<file path="src/rtl/cond_pkg.sv">
// Shared condition-code encodings and flag bit positions for the execute-stage condition unit.
package cond_pkg;

  localparam logic [3:0] COND_EQ = 4'h0;
  localparam logic [3:0] COND_NE = 4'h1;
  localparam logic [3:0] COND_CS = 4'h2;
  localparam logic [3:0] COND_CC = 4'h3;
  localparam logic [3:0] COND_MI = 4'h4;
  localparam logic [3:0] COND_PL = 4'h5;
  localparam logic [3:0] COND_VS = 4'h6;
  localparam logic [3:0] COND_VC = 4'h7;
  localparam logic [3:0] COND_HI = 4'h8;
  localparam logic [3:0] COND_LS = 4'h9;
  localparam logic [3:0] COND_GE = 4'hA;
  localparam logic [3:0] COND_LT = 4'hB;
  localparam logic [3:0] COND_GT = 4'hC;
  localparam logic [3:0] COND_LE = 4'hD;
  localparam logic [3:0] COND_AL = 4'hE;
  localparam logic [3:0] COND_NV = 4'hF;

  localparam int FLAG_N = 4;
  localparam int FLAG_Z = 3;
  localparam int FLAG_C = 2;
  localparam int FLAG_V = 1;
  localparam int FLAG_Q = 0;

endpackage

</file>
<file path="src/rtl/cond_check.sv">
// Combinational evaluation of a 4-bit condition field against the stored N,Z,C,V flags.
module cond_check
  import cond_pkg::*;
(
  input  logic [3:0] CondE,
  input  logic [3:0] nzcv,
  output logic       pass
);

  logic n, z, c, v;

  assign n = nzcv[FLAG_N-1];
  assign z = nzcv[FLAG_Z-1];
  assign c = nzcv[FLAG_C-1];
  assign v = nzcv[FLAG_V-1];

  always_comb begin
    pass = 1'b0;
    unique case (CondE)
      COND_EQ: pass = z;
      COND_NE: pass = ~z;
      COND_CS: pass = c;
      COND_CC: pass = ~c;
      COND_MI: pass = n;
      COND_PL: pass = ~n;
      COND_VS: pass = v;
      COND_VC: pass = ~v;
      COND_HI: pass = c & ~z;
      COND_LS: pass = ~c | z;
      COND_GE: pass = (n == v);
      COND_LT: pass = (n != v);
      COND_GT: pass = ~z & (n == v);
      COND_LE: pass = z | (n != v);
      COND_AL: pass = 1'b1;
      COND_NV: pass = 1'b0;
      default: pass = 1'b0;
    endcase
  end

endmodule

</file>
<file path="src/rtl/cond_unit.sv">
// Execute-stage condition unit: architectural flag register, update priority and output gating.
// Sticky Q flag storage exists only when COND_QFLAG_EN is defined; otherwise Flags[0] reads 0.
module cond_unit
  import cond_pkg::*;
#(
  parameter logic [4:0] RESET_FLAGS = 5'b00000
) (
  input  logic       clk,
  input  logic       reset,
  input  logic       stall,
  input  logic       flush,
  input  logic       ValidE,
  input  logic [3:0] CondE,
  input  logic [4:0] ALUFlags,
  input  logic [1:0] FlagWriteE,
  input  logic       QWriteE,
  input  logic       FlagLoadE,
  input  logic [4:0] FlagLoadData,
  input  logic       PCSE,
  input  logic       RegWriteE,
  input  logic       MemWriteE,
  input  logic       BranchE,
  output logic       CondExE,
  output logic       PCSrcE,
  output logic       RegWriteGE,
  output logic       MemWriteGE,
  output logic [4:0] Flags
);

  logic       live;
  logic       pass;
  logic [3:0] nzcv_q, nzcv_d;

  // live already excludes stall, so a stalled cycle can neither load nor update flags
  assign live = ValidE & ~flush & ~stall;

  cond_check u_cond_check (
    .CondE (CondE),
    .nzcv  (nzcv_q),
    .pass  (pass)
  );

  assign CondExE    = live & pass;
  assign PCSrcE     = (PCSE | BranchE) & CondExE;
  assign RegWriteGE = RegWriteE & CondExE;
  assign MemWriteGE = MemWriteE & CondExE;

  always_comb begin
    nzcv_d = nzcv_q;
    if (FlagLoadE && live) begin
      nzcv_d = FlagLoadData[FLAG_N:FLAG_V];
    end else if (CondExE) begin
      if (FlagWriteE[1]) nzcv_d[FLAG_N-1:FLAG_Z-1] = ALUFlags[FLAG_N:FLAG_Z];
      if (FlagWriteE[0]) nzcv_d[FLAG_C-1:FLAG_V-1] = ALUFlags[FLAG_C:FLAG_V];
    end
  end

  always_ff @(posedge clk) begin
    if (reset) nzcv_q <= RESET_FLAGS[FLAG_N:FLAG_V];
    else       nzcv_q <= nzcv_d;
  end

`ifdef COND_QFLAG_EN
  logic q_q, q_d;

  always_comb begin
    q_d = q_q;
    if (FlagLoadE && live) q_d = FlagLoadData[FLAG_Q];
    else if (CondExE && QWriteE) q_d = q_q | ALUFlags[FLAG_Q];
  end

  always_ff @(posedge clk) begin
    if (reset) q_q <= RESET_FLAGS[FLAG_Q];
    else       q_q <= q_d;
  end

  assign Flags = {nzcv_q, q_q};
`else
  logic unused_q_inputs;
  assign unused_q_inputs = ^{QWriteE, ALUFlags[FLAG_Q], FlagLoadData[FLAG_Q]};
  assign Flags = {nzcv_q, 1'b0};
`endif

endmodule

</file>
<file path="config.mk">
export PLATFORM = sky130hd
export DESIGN_NAME = cond_unit
export DESIGN_NICKNAME = d
export VERILOG_FILES = /design/src/rtl/cond_pkg.sv /design/src/rtl/cond_check.sv /design/src/rtl/cond_unit.sv
export SDC_FILE = /design/constraint.sdc
export NUM_CORES = 1
export LEC_CHECK = 0
export BUFFER_PORTS_ARGS = -buffer_cell sky130_fd_sc_hd__buf_4
export CAP_MARGIN = 5
export CORE_MARGIN = 2
export CORE_UTILIZATION = 34
export DETAILED_ROUTE_END_ITERATION = 10
export HOLD_SLACK_MARGIN = 0.03
export PLACE_DENSITY_LB_ADDON = 0.12
export SLEW_MARGIN = 20
export SYNTH_ARGS = -nofsm -noshare
export SYNTH_HDL_FRONTEND = slang
export SYNTH_SLANG_ARGS = --single-unit
</file>
<file path="constraint.sdc">
create_clock -name clk -period 2.45 [get_ports clk]
set_input_delay 0.735 -clock clk [delete_from_list [all_inputs] [get_ports clk]]
set_output_delay 0.735 -clock clk [all_outputs]
set_load 0.02 [all_outputs]
</file>
# == Yosys cells after proc, flatten, opt, wreduce, memory -nomap -nowiden ==
# Index checks and enable logic that the tools add are counted.
# op_classes
shift,0
addsub,0
n_mux,5
n_reduce_logical,7
div_mod_pow,0
eq_ne,17
n_bitwise,17
n_mul,0
magnitude_cmp,0
# op_table
op,count
$eq 4x4->1 const B,8
$eq 4x3->1 const B,4
$pmux 1 s16,1
$and 1x1->1,8
$eq 4x2->1 const B,2
$mux 4,2
$not 1->1,6
$reduce_bool 2->1,3
$eq 4x1->1 const B,1
$logic_not 4->1,1
$mux 2,2
$reduce_and 2->1,2
$or 1x1->1,3
$eq 1x1->1,1
$logic_and 1x1->1,1
$ne 1x1->1,1
# word_totals
output_inout_bits,9
regBits,4
n_memories,0
in_bits,27
latch_bits,0
romBits,0
word_cells,48
ram_bits,0

# == Logic depth before layout (Yosys ltp) ==
# depth
ltp_word,6
ltp_mapped,7
mapped_depth_nobuf,6

# == Modules after synthesis ==
# From an unflattened synthesis, not the netlist that was laid out.
# hier_totals
hier_cells,55
area_unflattened_um2,412.9
# modules_own_cells
mod,area_per_inst_um2,seq_area_each_um2,cells_each,n_inst
cond_unit,257.7,80.1,32,1
cond_check,155.1,0.0,23,1

# == Worst setup path after synthesis ==
# No wires, ideal clock.
# synth_path
path_kind,in2out
start,in CondE[1]
end,out PCSrcE
t_arrival_ns,2.128
path_slack_ns,-0.413
n_path_buf,0
stages,5
required_ns,1.715
path_cell_list,or4b_4 > nand3_2 > nor3b_2 > nor4_4 > o21a_1
# synth_between
elab_chain_len,4
elab_cells_between_ends,19
classes_between,eq/ne: 15; mux: 1; bitwise: 2; reduce/logical: 1
# synth_rtl
element,line_no,rtl
start: declaration,cond_unit.sv:13,"input logic [3:0] CondE,"
"$eq 4x4->1, or another cell as far along",cond_check.sv:19,unique case (CondE)
$pmux 1 s16 *,cond_check.sv:19,
$and 1x1->1 *,cond_unit.sv:43,assign CondExE = live & pass;
named net CondExE,cond_unit.sv:23,"output logic CondExE,"
$and 1x1->1 *,cond_unit.sv:44,assign PCSrcE = (PCSE | BranchE) & CondExE;
end: declaration,cond_unit.sv:24,"output logic PCSrcE,"
# Mark *: on every way through the listed nets, which the timed path passes. The rest lies on a longest branch.

# == Worst setup path in the final report ==
# layout_path
start,in CondE[1]
end,out MemWriteGE
# layout_between
elab_chain_len,4
elab_cells_between_ends,19
classes_between,eq/ne: 15; mux: 1; bitwise: 2; reduce/logical: 1
# layout_rtl
element,line_no,rtl
"$eq 4x4->1, or another cell as far along",cond_check.sv:19,
$pmux 1 s16 *,cond_check.sv:19,
$and 1x1->1 *,cond_unit.sv:43,
$and 1x1->1 *,cond_unit.sv:46,assign MemWriteGE = MemWriteE & CondExE;
end: declaration,cond_unit.sv:26,"output logic MemWriteGE,"
# Mark *: on every way between the ends. The rest lies on a longest branch, timed or not.

==> run metrics <==
status=finished with violations; failing checks=negative setup slack; ys async rst share=0; Crit Path Class=in2out; hold depth=2; post-synth top area share=0.169; Tcrit/Tclk final=1.14; max-cap violations=0; CTS tree=built; synth unique cells=26; initial antenna violation count=0; Die X=41.3 um; layout cells sized above 1=0.629; CP top delay family=simple AND/OR/NAND/NOR gates; Syn Area/Cell=8.92 um2; antenna viol nets, final=0; delay of the slowest critical-path stage=0.52 ns; R2R Setup Slk=0.28 ns; Largest register FFs=4; vias in the first global route=522; Max Clock Freq=0.359 GHz; register area share after synthesis=0.169; PD cells=299 mW/mm2; CTS buffer count=3; 1st-iter DRT viols=2; reg2reg path depth=8; CP Buf/Inv Count=3; ys flop type=dfxtp_1; Post-Synthesis Cells=53; Hold Path Class=reg2reg; Synth Register Bits=4; ant diodes=0; row cnt=13; I/O pins=36; non-filler cells, final=112; reg-to-reg startpoint=nzcv_q[2]; skew final=0.00435 ns; Lkg Pwr=0.406 nW; Setup-failing EPs final=4; Clock Latency Late Sink=0.23 ns; top post-synthesis cells by area=dfxtp_1, mux2_4, mux2i_1; clock buffer depth=2; VDD IR-drop max=263 uV; HPWL Detailed=963 um; Slowest-stage cell, CP=or4b_4; global route overflow=0; Setup crit start kind=input port; largest registers=nzcv_q: 4 flops; drc violations=0; TritonCTS Sinks=4; Final Hold Fails=0; top-count cell post-synth=nor2_1; global-route wire length before repair=1.97 mm; I/O Buffers=31; most frequent cells after synthesis=nor2_1, mux2i_1, nor2b_1; synthesized cell area=473 um2; crit path DAT=2.05 ns; first drt pass iteration count=2; H-tree depth=1; cells along the critical path=buf_8, or4b_4, nand3_2, nor3b_2, nor4_4, buf_4, and2_4, buf_6; final core occ=0.652; worst min-delay path endpoint=nzcv_q[0]; Finished Cell Area=848 um2; Initial Util=0.363; GP Congestion=0.683; total power=0.000254 W; hold_sp=nzcv_q[0]; largest area contributor in the netlist=dfxtp_1; critical path peak fanout=4; Most flops, register=nzcv_q; FILL cells=112; Max Transition Viols Final=0; final net count=126; TNS Setup=-1.22 ns; Total Routed Length=1.19 mm; placed instance area=781 um2; die area=0.00171 mm2; Data required, critical path=1.71 ns; number of synthesized flops with an enable pin=0; Routed WL per cell=10.6 um; Layout area overhead=79.4%; CP endpoint kind=output pin; clock root buffer=clkbuf_4; GRT Total Usage=0.174; syn nets=80; clk slew on worst S/H paths=0.04 ns; synth warn=0; Cells after DPL=106; Core Area=0.00130 mm2; PnR worst setup slack=-0.338 ns; vias per cell=4.72; minimum clock period=2.79 ns; largest net degree at the start of global routing=9; Crit Reg-Reg Endpoint=nzcv_q[1]; die height=41.3 um; RSZ-0062 raised after global routing=yes; vias=529
## kinds of logic (layout without fill, tap and decap cells)
family | Yosys count | in the layout | share of synthesized area
AO/OA/AOI/OAI | 6 | 6 | 0.116
multiplexers | 9 | 9 | 0.233
other | 1 | 1 | 0.00793
XOR/XNOR | 2 | 2 | 0.0370
buffers and inverters | 3 | 47 | 0.0476
AND/OR/NAND/NOR | 28 | 28 | 0.389
flip-flops | 4 | 4 | 0.169
## how the worst max path moves through the flow
stage                        start         end  slack (ns)  cells past startpoint
after floorplan           CondE[2]      PCSrcE       -0.32                      5
after global placement    CondE[2]  MemWriteGE       -0.53                      7
after detailed placement  CondE[2]  MemWriteGE       -0.54                      7
after CTS                 CondE[1]  MemWriteGE       -0.34                      8
after global routing      CondE[1]  MemWriteGE       -0.41                      8
final                     CondE[1]  MemWriteGE       -0.34                      8
## area by class of cell
class,instances,area (um2),share of cell area
clock buffers,3,22.5,0.0265
multi-input cells,46,374,0.441
well taps,15,18.8,0.0221
flip-flops and latches,4,80.1,0.0944
repair buffers,44,353,0.416
## layer usage
metal	global-route usage	vias up	wire, um
li1	-	273	-
met5	0	-	0
met2	0.367	18	640
met3	0.0479	0	75
met1	0.174	238	474
met4	0	0	0
## worst reg2reg max path, cell delays in order (launching register included)
cell and delay (ns):
dfxtp_1 0.32, or4b_4 0.56, a41oi_2 0.21, nor4_4 0.07
buf_4 0.15, buf_4 0.13, buf_4 0.12, a21o_2 0.22
mux2_4 0.29
## per-stage QoR
| stage | hold slack [ns] | setup WS [ns] |
|---|---|---|
| global route | 0.736 | -0.410 |
| floorplan | 0.777 | -0.323 |
| finish | 0.688 | -0.338 |
| detailed placement | 0.678 | -0.539 |
| CTS | 0.694 | -0.335 |
| global placement | 0.679 | -0.528 |
## where the power goes
part	leakage, nW	internal (W)	switching, W	total [W]
Clock	0.0138	0.0000547	0.0000259	0.0000806
Sequential	0.0324	0.0000679	0.00000253	0.0000704
Combinational	0.360	0.0000640	0.0000390	0.000103
Total	0.406	0.000187	0.0000674	0.000254
## placed cells by master (no fill, tap or decap), types with 2 or more instances in the layout
cell type and count:
clkbuf_4 3, nand2_1 4, dfxtp_1 4, xnor2_1 2, nand3_1 3, buf_4 39, mux2_4 4, a21o_2 2
buf_6 4, nor2_1 6, and2_4 2, mux2i_1 5, nor2b_1 5
## what timing repair did
item,CTS,global route
pin swaps,6,0
endpoints found under the hold margin,0,0
gates resized for setup,7,0
buffers inserted,4,1
setup endpoints to repair,4,6
hold buffers,0,0
Note: power is estimated with default switching activity, not from simulation.
